File: src/rtl/apb_slave_pkg.sv
// Shared types and constants for the APB peripheral slave: FSM state encoding,
// register-file depth and the read value returned for out-of-window addresses.
package apb_slave_pkg;

  typedef enum logic [1:0] {
    IDLE   = 2'd0,
    SETUP  = 2'd1,
    ACCESS = 2'd2
  } apb_state_e;

  localparam int          DEPTH     = 16;
  localparam int          IDX_W     = $clog2(DEPTH);
  localparam logic [31:0] DEAD_BEEF = 32'hDEAD_BEEF;

endpackage

File: src/rtl/apb_prot_fsm.sv
// APB transfer sequencer: tracks IDLE/SETUP/ACCESS, captures the setup-phase
// address/control/data and flags protocol violations as a registered pulse.
module apb_prot_fsm
  import apb_slave_pkg::*;
(
  input  logic        Pclk,
  input  logic        Preset,
  input  logic        sel,
  input  logic        Penable,
  input  logic        Pwrite,
  input  logic [31:0] Paddr,
  input  logic [31:0] Pwdata,
  output logic        setup_load,
  output logic        access_done,
  output logic        cap_write,
  output logic [31:0] cap_addr,
  output logic [31:0] cap_wdata,
  output logic        prot_err
);

  apb_state_e state, state_next;
  logic       err_next;

  // NOTE: every output of this block gets a default first so no path leaves
  // a variable unassigned, which would otherwise infer a latch.
  always_comb begin
    state_next  = state;
    err_next    = 1'b0;
    setup_load  = 1'b0;
    access_done = 1'b0;
    unique case (state)
      IDLE: begin
        if (sel && !Penable) begin
          state_next = SETUP;
          setup_load = 1'b1;
        end else if (!sel && Penable) begin
          err_next = 1'b1;
        end
      end
      SETUP: begin
        if (sel && Penable) begin
          state_next  = ACCESS;
          access_done = 1'b1;
          // The transfer completes with the captured values even on mismatch.
          if (Paddr != cap_addr || Pwrite != cap_write || Pwdata != cap_wdata)
            err_next = 1'b1;
        end else begin
          state_next = IDLE;
          err_next   = 1'b1;
        end
      end
      ACCESS: begin
        if (!sel) begin
          state_next = IDLE;
        end else if (!Penable) begin
          state_next = SETUP;
          setup_load = 1'b1;
        end else begin
          state_next = IDLE;
          err_next   = 1'b1;
        end
      end
      default: state_next = IDLE;
    endcase
  end

  // NOTE: sequential state uses non-blocking assignments so every register
  // samples the pre-edge values regardless of statement order.
  always_ff @(posedge Pclk) begin
    if (Preset) begin
      state     <= IDLE;
      prot_err  <= 1'b0;
      cap_write <= 1'b0;
      cap_addr  <= '0;
      cap_wdata <= '0;
    end else begin
      state    <= state_next;
      prot_err <= err_next;
      if (setup_load) begin
        cap_write <= Pwrite;
        cap_addr  <= Paddr;
        cap_wdata <= Pwdata;
      end
    end
  end

endmodule

File: src/rtl/apb_periph_slave.sv
// Zero-wait-state APB slave with a 16 x 32-bit register window, saturating
// transfer counters and protocol-violation reporting.
module apb_periph_slave
  import apb_slave_pkg::*;
#(
  parameter int unsigned SEL_IDX   = 0,
  parameter logic [31:0] BASE_ADDR = 32'h8000_0000
) (
  input  logic        Pclk,
  input  logic        Preset,
  input  logic [2:0]  Pselx,
  input  logic        Penable,
  input  logic        Pwrite,
  input  logic [31:0] Paddr,
  input  logic [31:0] Pwdata,
  output logic [31:0] Prdata,
  output logic        prot_err,
  output logic [15:0] wr_count,
  output logic [15:0] rd_count
);

  logic [31:0] mem [DEPTH];

  logic             sel;
  logic             setup_load;
  logic             access_done;
  logic             cap_write;
  logic [31:0]      cap_addr;
  logic [31:0]      cap_wdata;
  logic             rd_hit;
  logic             wr_hit;
  logic [IDX_W-1:0] rd_idx;
  logic [IDX_W-1:0] wr_idx;
  logic             unused_sel_bits;

  assign sel             = Pselx[SEL_IDX];
  assign unused_sel_bits = ^Pselx;

  // Reads decode the live setup-phase address; writes use the captured one.
  assign rd_hit = (Paddr[31:6] == BASE_ADDR[31:6]);
  assign wr_hit = (cap_addr[31:6] == BASE_ADDR[31:6]);
  assign rd_idx = Paddr[5:2];
  assign wr_idx = cap_addr[5:2];

  apb_prot_fsm u_fsm (
    .Pclk        (Pclk),
    .Preset      (Preset),
    .sel         (sel),
    .Penable     (Penable),
    .Pwrite      (Pwrite),
    .Paddr       (Paddr),
    .Pwdata      (Pwdata),
    .setup_load  (setup_load),
    .access_done (access_done),
    .cap_write   (cap_write),
    .cap_addr    (cap_addr),
    .cap_wdata   (cap_wdata),
    .prot_err    (prot_err)
  );

  // NOTE: the register file is cleared by reset, so it is built from flops
  // rather than a RAM macro; that is the price of a defined power-up state.
  always_ff @(posedge Pclk) begin
    if (Preset) begin
      for (int i = 0; i < DEPTH; i++) mem[i] <= '0;
      Prdata   <= '0;
      wr_count <= '0;
      rd_count <= '0;
    end else begin
      if (setup_load && !Pwrite)
        Prdata <= rd_hit ? mem[rd_idx] : DEAD_BEEF;
      if (access_done) begin
        if (cap_write) begin
          if (wr_hit) mem[wr_idx] <= cap_wdata;
          if (wr_count != 16'hFFFF) wr_count <= wr_count + 16'd1;
        end else if (rd_count != 16'hFFFF) begin
          rd_count <= rd_count + 16'd1;
        end
      end
    end
  end

endmodule

File: config.mk
export PLATFORM = sky130hd
export DESIGN_NAME = apb_periph_slave
export DESIGN_NICKNAME = d
export VERILOG_FILES = /design/src/rtl/apb_slave_pkg.sv /design/src/rtl/apb_prot_fsm.sv /design/src/rtl/apb_periph_slave.sv
export SDC_FILE = /design/constraint.sdc
export NUM_CORES = 1
export LEC_CHECK = 0
export ABC_AREA = 1
export CORE_MARGIN = 10
export CORE_UTILIZATION = 30
export DETAILED_ROUTE_END_ITERATION = 10
export PLACE_DENSITY_LB_ADDON = 0.25
export SYNTH_ARGS = -nofsm -noshare
export SYNTH_HDL_FRONTEND = slang
export SYNTH_SLANG_ARGS = --single-unit
File: constraint.sdc
create_clock -name Pclk -period 5.26 [get_ports Pclk]
set_input_delay 1.052 -clock Pclk [delete_from_list [all_inputs] [get_ports Pclk]]
set_output_delay 1.052 -clock Pclk [all_outputs]
set_load 0.1 [all_outputs]
Word-level counts from Yosys, hierarchy flattened:

Memory sizes are Yosys's and may differ from the RTL's.
Cells that the tools add are included.
W data, S select, Z words.

* input port bits: 71
* register bits: 132
* memories kept: 1
* word-level logic and storage cells: 64
* bits in writable memories: 512
* output and inout bits: 65

* reduce and logical (&&, ||, !) cells: 13
* multiplexer cells: 29
* bitwise operators: 1
* add/sub/neg operators: 2
* equal/unequal tests: 10

Memories
* mem: depth 16, bits a word 32, read ports 1, clocked after Yosys merged registers in 0, write ports 16, RTL line apb_periph_slave.sv:22 `logic [31:0] mem [DEPTH];`

Operator list (number)
* $mux W32: 2
* $ne A32 B32 Y1: 2
* $eq A26 B26 Y1 const B: 2
* $add A16 B1 Y16 const B: 2
* $ne A16 B16 Y1 const B: 2
* $reduce_or A32 Y1: 1
* $mux W1: 20
* $mux W2: 3
* $pmux W2 S3: 1
* $reduce_and A3 Y1: 2
* $logic_and A1 B1 Y1: 4
* $mux W4: 1
* $logic_not A1 Y1: 3
* $pmux W1 S3: 1
* $eq A2 B1 Y1 const B: 1
* $eq A2 B2 Y1 const B: 1
* $logic_not A2 Y1: 1
* $logic_or A1 B1 Y1: 2
* $ne A2 B1 Y1 const B: 1
* $pmux W1 S2: 1
* $ne A1 B1 Y1: 1
* $not A1 Y1: 1

Depth between registers and ports, before layout:

Gate-level depths: netlist of the first run.

* depth in word-level cells: 8
* gate-level depth with buffers: 13
* gate-level depth less buffers: 13

Modules after synthesis:

A second synthesis of the first run with hierarchy kept.

* cells, all modules: 3320
* area total of the unflattened synthesis: 29702.2 sq um

Modules (own cells, without submodules)
* apb_periph_slave: sequential area each 16656.0 sq um, area an instance 26275.2 sq um, times used 1, cells an instance 2799
* apb_prot_fsm: sequential area each 1361.3 sq um, area an instance 3427.0 sq um, times used 1, cells an instance 521

Least setup slack after synthesis of the first run:

Ideal clock, no wire load.

* path kind: input-to-reg
* start point: in Penable
* end point: mem mem[0][0], enable pin
* slack: 2.051 ns
* data arrival time: 2.820 ns
* stages: 9
* path buffers: 1
* required time: 4.871 ns
* setup time: 0.389 ns
* cell sequence: nand2_1 -> inv_1 -> nand2_2 -> nor2_2 -> nand4_1 -> nor2_4 -> nand3_1 -> buf_6 -> nand2_1

RTL lines
* start, declared: RTL line apb_periph_slave.sv:12 `input logic Penable,`
* end, declared: RTL line apb_periph_slave.sv:22

==> results of run 1 <==
-- registers in the layout, summed over array words and instances (netlist names) --
signal           count
wr_count            16
u_fsm.cap_addr      32
rd_count            16
u_fsm.cap_wdata     32
u_fsm.cap_write      1
mem                512
u_fsm.state          2
u_fsm.prot_err       1
Prdata              32
-- cell type report --
class                      count  share of cell area (%)
clock buffer                  93                    5.81
clock inverter                33                   0.902
inverter                     180                    2.06
multi-input combinational   1970                    27.0
antenna                        1                 0.00749
sequential                   644                    53.9
tap                         1265                    4.73
timing repair buffer         191                    5.59
-- synthesized netlist by cell type --
cell	n	area, um2
buf_6	48	541
or2_2	1	6.26
and3_1	1	6.26
o221ai_1	62	543
nand3b_1	1	7.51
nand2_1	381	1430
o21a_1	1	7.51
ha_1	2	25.0
inv_1	146	548
o22ai_1	34	213
nor2_1	830	3120
buf_1	8	30.0
xnor2_1	10	87.6
nand3_1	109	546
nand4_1	29	181
nor3b_1	3	22.5
o211ai_1	34	255
nor2_2	3	18.8
xor2_1	5	43.8
clkbuf_1	142	533
nor3_1	18	90.1
nor3_2	2	20.0
or2_1	1	6.26
nor4_1	6	37.5
o21ai_0	286	1430
nor2_4	1	11.3
buf_2	24	120
clkinv_1	33	124
inv_2	1	3.75
a21oi_1	128	641
dfxtp_1	132	2640
nand2_2	1	6.26
a22oi_1	21	158
edfxtp_1	512	15400
-- power breakdown --
part	internal, uW	switching, uW
combinational	259	730
clock	2850	2070
sequential	5650	64.5
-- metrics by stage --
step | hold slack, ps | utilization, % | instance area, um2 | cells | setup WS [ps]
after global routing | 464 | 35.1 | 33400 | 4376 | 1400
after detailed placement | 440 | 32.8 | 31200 | 4250 | 946
after floorplan | 450 | - | 28800 | 3016 | 2050
after global placement | 444 | 32.8 | 31200 | 4250 | 988
final | 449 | 35.1 | 33400 | 4377 | 1580
after CTS | 452 | 35.1 | 33400 | 4376 | 1590
-- cell families (layout without fill, tap and decap cells) --
logic type | Yosys count | after routing | share of synthesized area [%]
other cells | 0 | 1 | 0
compound gates | 566 | 566 | 11.3
fa+ha+maj | 2 | 2 | 0.0868
simple gates | 1387 | 1387 | 19.1
buf+inv | 402 | 497 | 6.59
flops | 644 | 644 | 62.5
xor+xnor | 15 | 15 | 0.456
-- metal layers --
metal	track usage [%]	vias to the layer above	wire, um	share of wire, %
met5	0.798	-	164	0.18
li1	-	10355	-	-
met3	3.20	140	6820	7.5
met4	5.44	10	2620	2.9
met2	26.4	746	42300	46
met1	21.9	10597	39200	43
-- worst reg2reg max path: stages, from the launching register on --
cell     delay, ps
dfxtp_1        320
inv_1           80
nand4_1        110
nor3_1         410
nand4_1        420
nor3_2         440
nand2_2         70
buf_4          330
nand2_2        330
buf_4          530
-- worst max path at each step --
stage | slack [ps] | endpoint
floorplan | 2050 | mem[0][0]
global placement | 990 | mem[13][8]
detailed placement | 950 | mem[13][8]
CTS | 1590 | mem[13][8]
global route | 1400 | mem[13][8]
finish | 1580 | mem[13][8]
==> results.cfg, run 1 <==
[timing]
finalSetupTns_ps = 0
setup_viol = 0
worst_pin_slew_ps = 1070
timing.final.crit_period_ps = 3680
rsz0062_at_grt = false
timing.fmax_mhz = 271
clock_skew_ps = 23.6
post-route-period-util_pct = 70.0
relSlewSlack_pct = 28.2
hold_viol = 0
drv_slew = 0

[worst_setup_path]
regToRegEndpoint = mem[13][8]
cp.depth = 11
crit_slowest_cell = buf_4
critPathMaxFanout = 33
critPathTopFamily = buffers and inverters
crit_buf_inv = 4
worstPathCellList = clkdlybuf4s50_1 -> nand2_1 -> inv_1 -> nand2_2 -> nor2_2 -> nand4_1 -> nor3_2 -> nand2_2 -> buf_4 -> nand2_2 -> buf_4
cp-startpoint = Penable
cp.arrival_ps = 3920
rr_startpoint = u_fsm.cap_addr[26]
critPathMaxStageDelay_ps = 520
reg2reg_depth = 9
cpMostUsedCell = nand2_2
critPathKind = in -> reg
critPathLaunchType = input pin
required_ps = 5500
ff2ff_setup_slack_ps = 1840
endpoint_kind = register

[floorplanning]
start_util_pct = 30.3
row_count = 113
core_area_um2 = 95200
die_w_um = 330
die_h_um = 330
die_area_um2 = 109000
ios = 136

[finish]
seq_area_um2 = 18000
drive_gt1_share_pct = 6.56
layout_common_cells = nor2_1 (828), edfxtp_1 (512), nand2_1 (357)
layout_commonest_cell = nor2_1
finalNetCount = 3131
multi_input_area_um2 = 9030
n_fill_cell = 9652
area_growth_pct = 16.0

[detailed_routing]
routed_wl_mm = 91.1
drt_iter0_markers = 1813
ant_nets = 0
first_pass_iters = 5
vias = 21848
drc = 0
avgRoutedWirePerCell_um = 20.8
via_per_inst = 4.99

[yosys]
ys_seq_elements = 644
synth.distinct_cells = 34
syn_area_per_cell_um2 = 9.56
ys_seq_area_share_pct = 62.5
ys_warn_count = 0
syn_inst = 3016
syn_nets = 3089
synth_area_um2 = 28800

[clock_network]
cts_tree = done
cts_hold_buf = 0
worstSkewPairLatency_ps = 620
cts.htree.levels = 3
clock-sinks = 644
postCtsSetupBuffers = 0
cts.repair.resized = 0
cts-buffers-inserted = 71
clk_pin_slew_ps = 60
root_buffer = clkbuf_16
cts_buffer_depth = 3

[hold_path]
min_path_type = reg -> reg
holdPathEnd = Prdata[14]
worstHoldPathCells = 2
hold_start = Prdata[14]

[pwr]
p_leak_uw = 0.0118
ir_worst_vdd_mv = 0.194
power_density_nw_per_um2 = 348
p_total_uw = 11600

[flow_run]
maxCapViolCount = 0

[global_route]
track_usage_pct = 16.4
antenna_found_initial = 4
grt_pass1_wl_mm = 136
grt_max_degree = 188
grt_remaining_overflow = 0
grt_pass1_vias = 21125

[run_status]
status = finished clean

[placed_design]
hpwl_mm = 53.6
place_congestion = 0.808
port-buffer-count = 133
No activity file was read; power rests on OpenSTA's default activity.
==> inputs of run 2 (changes only) <==
clock period = 3.6 ns   (was 5.26 ns; I/O delays follow)
==> results.cfg, run 2 (same netlist as run 1, synthesis figures left out) <==
[finish]
largest_register_ffs = 512
regMostFlops = mem
seq_area_um2 = 18000
area_growth_pct = 17.2
drive_gt1_share_pct = 7.71
multi_input_area_um2 = 9030
layout_common_cells = nor2_1 (828), edfxtp_1 (512), nand2_1 (357)
diodes = 0
final_util_pct = 35.5
n_fill_cell = 9578
layout_commonest_cell = nor2_1
finalNetCount = 3156

[global_route]
grt_pass1_vias = 21214
track_usage_pct = 16.6
antenna_found_initial = 5
grt_remaining_overflow = 0
grt_pass1_wl_mm = 137
grt_max_degree = 149

[floorplanning]
row_count = 113
start_util_pct = 30.3
die_h_um = 330
core_area_um2 = 95200
ios = 136
die_area_um2 = 109000
die_w_um = 330

[detailed_routing]
avgRoutedWirePerCell_um = 20.9
via_per_inst = 4.92
drt_iter0_markers = 1710
vias = 21683
first_pass_iters = 8
drc = 0
routed_wl_mm = 92.2
ant_nets = 0

[pwr]
p_seq_share_pct = 49.5
p_total_uw = 16900
power_density_nw_per_um2 = 499
switching_power_uw = 4180
power_frac_clock_pct = 41.7
swShare_pct = 24.8
p_leak_uw = 0.0120
ir_worst_vdd_mv = 0.386
internal_power_uw = 12700
p_comb_share_pct = 8.8

[timing]
worst_pin_slew_ps = 1040
drv_slew = 0
hold_viol = 0
relSlewSlack_pct = 30.6
rsz0062_at_grt = false
clock_skew_ps = 28.5
post-route-period-util_pct = 83.1
timing.fmax_mhz = 334
setup_viol = 0
timing.final.crit_period_ps = 2990
finalWorstSetupSlack_ps = 607
finalSetupTns_ps = 0

[worst_setup_path]
worstPathCellList = clkdlybuf4s50_1
crit_slowest_cell = clkdlybuf4s50_1
critPathTopFamily = buffers and inverters
cp.arrival_ps = 2270
required_ps = 2880
critPathLaunchType = register
endpoint_kind = primary output
critPathMaxStageDelay_ps = 1190
critPathKind = reg -> out
critPathMaxFanout = 5
crit_buf_inv = 1

[clock_network]
worstSkewPairLatency_ps = 630
cts_hold_buf = 0
clk_pin_slew_ps = 60
cts.repair.resized = 0
clock-sinks = 644
postCtsSetupBuffers = 0
cts.htree.levels = 3
root_buffer = clkbuf_16
cts_tree = done
cts_buffer_depth = 3
cts-buffers-inserted = 71

[placed_design]
place_congestion = 0.802
dp_slack_ps = 348
port-buffer-count = 133
hpwl_mm = 53.3

[run_status]
status = finished clean

[hold_path]
min_path_type = in -> reg

[flow_run]
maxCapViolCount = 0
-- run 2: cell types whose count changed in the layout (fill, tap and decap cells not counted), sizes merged, moves of 2 or more --
cell / before / now
clkinv: 58 / 54
bufinv: 5 / 3
clkbuf: 94 / 99
buf: 62 / 105
clkdlybuf4s50: 128 / 110
clkinvlp: 0 / 2
-- run 2: final timing paths --
kind                     to  cells past startpoint               start  slack, ps
max reg2reg      mem[1][27]                      8  u_fsm.cap_addr[27]       1040
min reg2reg       Prdata[4]                      2           Prdata[4]        450
min          u_fsm.state[1]                      2              Preset        380
max            wr_count[11]                      1        wr_count[11]        610
-- run 2: per-layer routing --
metal,vias up,track usage [%],routed length (um)
li1,10394,-,-
met1,10455,21.5,39300
met2,683,27.8,44100
met3,143,3.43,6670
met4,8,5.00,2080
met5,-,0,57
-- run 2: power by group through the flow --
stage | Clock [uW] | Sequential, uW | Combinational [uW]
2_1_floorplan | 0 | 8600 | 774
3_3_place_gp | 0 | 8500 | 1480
3_5_place_dp | 0 | 8510 | 1490
4_1_cts | 7150 | 8350 | 1490
5_1_grt | 7440 | 8370 | 1620
6_report | 7020 | 8350 | 1480
-- run 2: cell type report --
type	instances	area share, %
flip-flops and latches	644	53.3
inverters	180	2.03
clock buffers	98	5.71
multi-input cells	1970	26.7
clock inverters	30	0.804
well taps	1265	4.68
repair buffers	216	6.73
-- run 2: through the flow --
stage                     hold slack, ps  std cells  instance area (um2)
after floorplan                      450       3016                28800
after CTS                            354       4403                33800
after detailed placement             442       4275                31600
final                                383       4403                33800
after global placement               444       4275                31600
after global routing                 381       4403                33800
==> inputs of run 3 (changes only) <==
clock period = 2.65 ns   (was 3.6 ns; I/O delays follow)
==> results.cfg, run 3 (same netlist as run 1, synthesis figures left out) <==
[run_status]
status = finished clean

[worst_setup_path]
cp.arrival_ps = 2680
worstPathCellList = inv_1 -> nand4_1 -> nor3_1 -> nand4_1 -> buf_4 -> nor2_4 -> nand3_2 -> buf_4 -> nor2_1
crit_slowest_cell = buf_4
endpoint_kind = register
ff2ff_setup_slack_ps = 410
critPathMaxStageDelay_ps = 350
critPathMaxFanout = 32
critPathKind = reg -> reg
required_ps = 3090
critPathLaunchType = register

[global_route]
grt_pass1_vias = 21399
track_usage_pct = 16.8
grt_max_degree = 85
grt_remaining_overflow = 0
antenna_found_initial = 13
grt_pass1_wl_mm = 138

[timing]
relSlewSlack_pct = 54.5
clock_skew_ps = 16.6
setup_viol = 0
post-route-period-util_pct = 84.4
timing.final.crit_period_ps = 2240
worst_pin_slew_ps = 678
hold_viol = 0
drv_slew = 0
timing.fmax_mhz = 447
rsz0062_at_grt = false

[clock_network]
postCtsSetupBuffers = 0
cts.htree.levels = 3
cts-buffers-inserted = 75
clk_pin_slew_ps = 60
cts_tree = done
cts.repair.resized = 0
worstSkewPairLatency_ps = 620
cts_buffer_depth = 3
root_buffer = clkbuf_16
cts_hold_buf = 0
clock-sinks = 644

[placed_design]
port-buffer-count = 133
place_congestion = 0.812
hpwl_mm = 56.9

[detailed_routing]
drt_iter0_markers = 1938
ant_nets = 0
via_per_inst = 4.94
first_pass_iters = 5
drc = 0
avgRoutedWirePerCell_um = 20.7
vias = 22093
routed_wl_mm = 92.6

[finish]
seq_area_um2 = 18000
n_fill_cell = 9464
multi_input_area_um2 = 9030
finalNetCount = 3220
regMostFlops = mem
layout_common_cells = nor2_1 (828), edfxtp_1 (512), nand2_1 (357)
area_growth_pct = 19.2
largest_register_ffs = 512
drive_gt1_share_pct = 11.1
layout_commonest_cell = nor2_1
final_util_pct = 36.1

[floorplanning]
row_count = 113
start_util_pct = 30.3
die_w_um = 330
core_area_um2 = 95200
die_h_um = 330
die_area_um2 = 109000
ios = 136

[pwr]
p_comb_share_pct = 9.1
p_leak_uw = 0.0125
p_total_uw = 23200
power_density_nw_per_um2 = 676
p_seq_share_pct = 48.8
internal_power_uw = 17500
swShare_pct = 24.8
ir_worst_vdd_mv = 0.461
switching_power_uw = 5750
power_frac_clock_pct = 42.1

[flow_run]
maxCapViolCount = 0

[hold_path]
min_path_type = in -> reg
[run 3: cell count changes in the layout (fill, tap and decap cells not counted), sizes merged]
cell	change
clkbuf	+3
clkinv	+4
clkdlybuf4s50	-47
buf	+108
inv	+2
diode	+2
clkinvlp	-2
[run 3: metal layers]
layer	share of wire [%]	vias to the layer above	routed length, um	GRT usage [%]
li1	-	10539	-	-
met1	44	10686	40500	22.4
met5	0.16	-	151	0
met4	2.4	22	2190	4.51
met2	46	707	42900	27.1
met3	7.4	139	6840	3.81
[run 3: critical path: cells and delay by family (launching register included)]
kind | cells | cell delay [ps]
buffers and inverters | 3 | 620
flip-flops | 1 | 320
AND/OR/NAND/NOR | 6 | 1100
[run 3: worst paths after layout]
kind | startpoint | to | cells past startpoint
hold reg to reg | Prdata[29] | Prdata[29] | 2
setup reg to reg | u_fsm.cap_addr[27] | mem[3][19] | 9
setup / recovery | u_fsm.cap_addr[27] | mem[3][19] | 9
hold / removal | Preset | u_fsm.state[1] | 2
[run 3: layout make-up]
| type | instances | area share (%) |
|---|---|---|
| clock buffer | 102 | 5.85 |
| antenna | 2 | 0.0146 |
| clock inverter | 34 | 0.761 |
| sequential | 644 | 52.4 |
| tap | 1265 | 4.61 |
| multi-input combinational | 1970 | 26.3 |
| inverter | 180 | 1.99 |
| timing repair buffer | 276 | 8.09 |
[run 3: power by group through the flow]
stage / clock network (uW) / logic, uW / registers (uW)
5_1_grt: 10400 / 2300 / 11400
3_3_place_gp: 0 / 2110 / 11600
3_5_place_dp: 0 / 2120 / 11600
4_1_cts: 9990 / 2120 / 11300
6_report: 9790 / 2110 / 11300
2_1_floorplan: 0 / 1060 / 11700
[run 3: stage by stage]
stage               std cells  setup slack [ps]  TNS (ps)  instance area [um2]  hold WS [ps]
floorplan                3016              94.9         0                28900           450
global placement         4335             -76.0    -12750                32100           445
detailed placement       4335              -124    -47610                32100           442
CTS                      4471               385         0                34400           183
global route             4472               259         0                34400           205
finish                   4473               413         0                34400           222
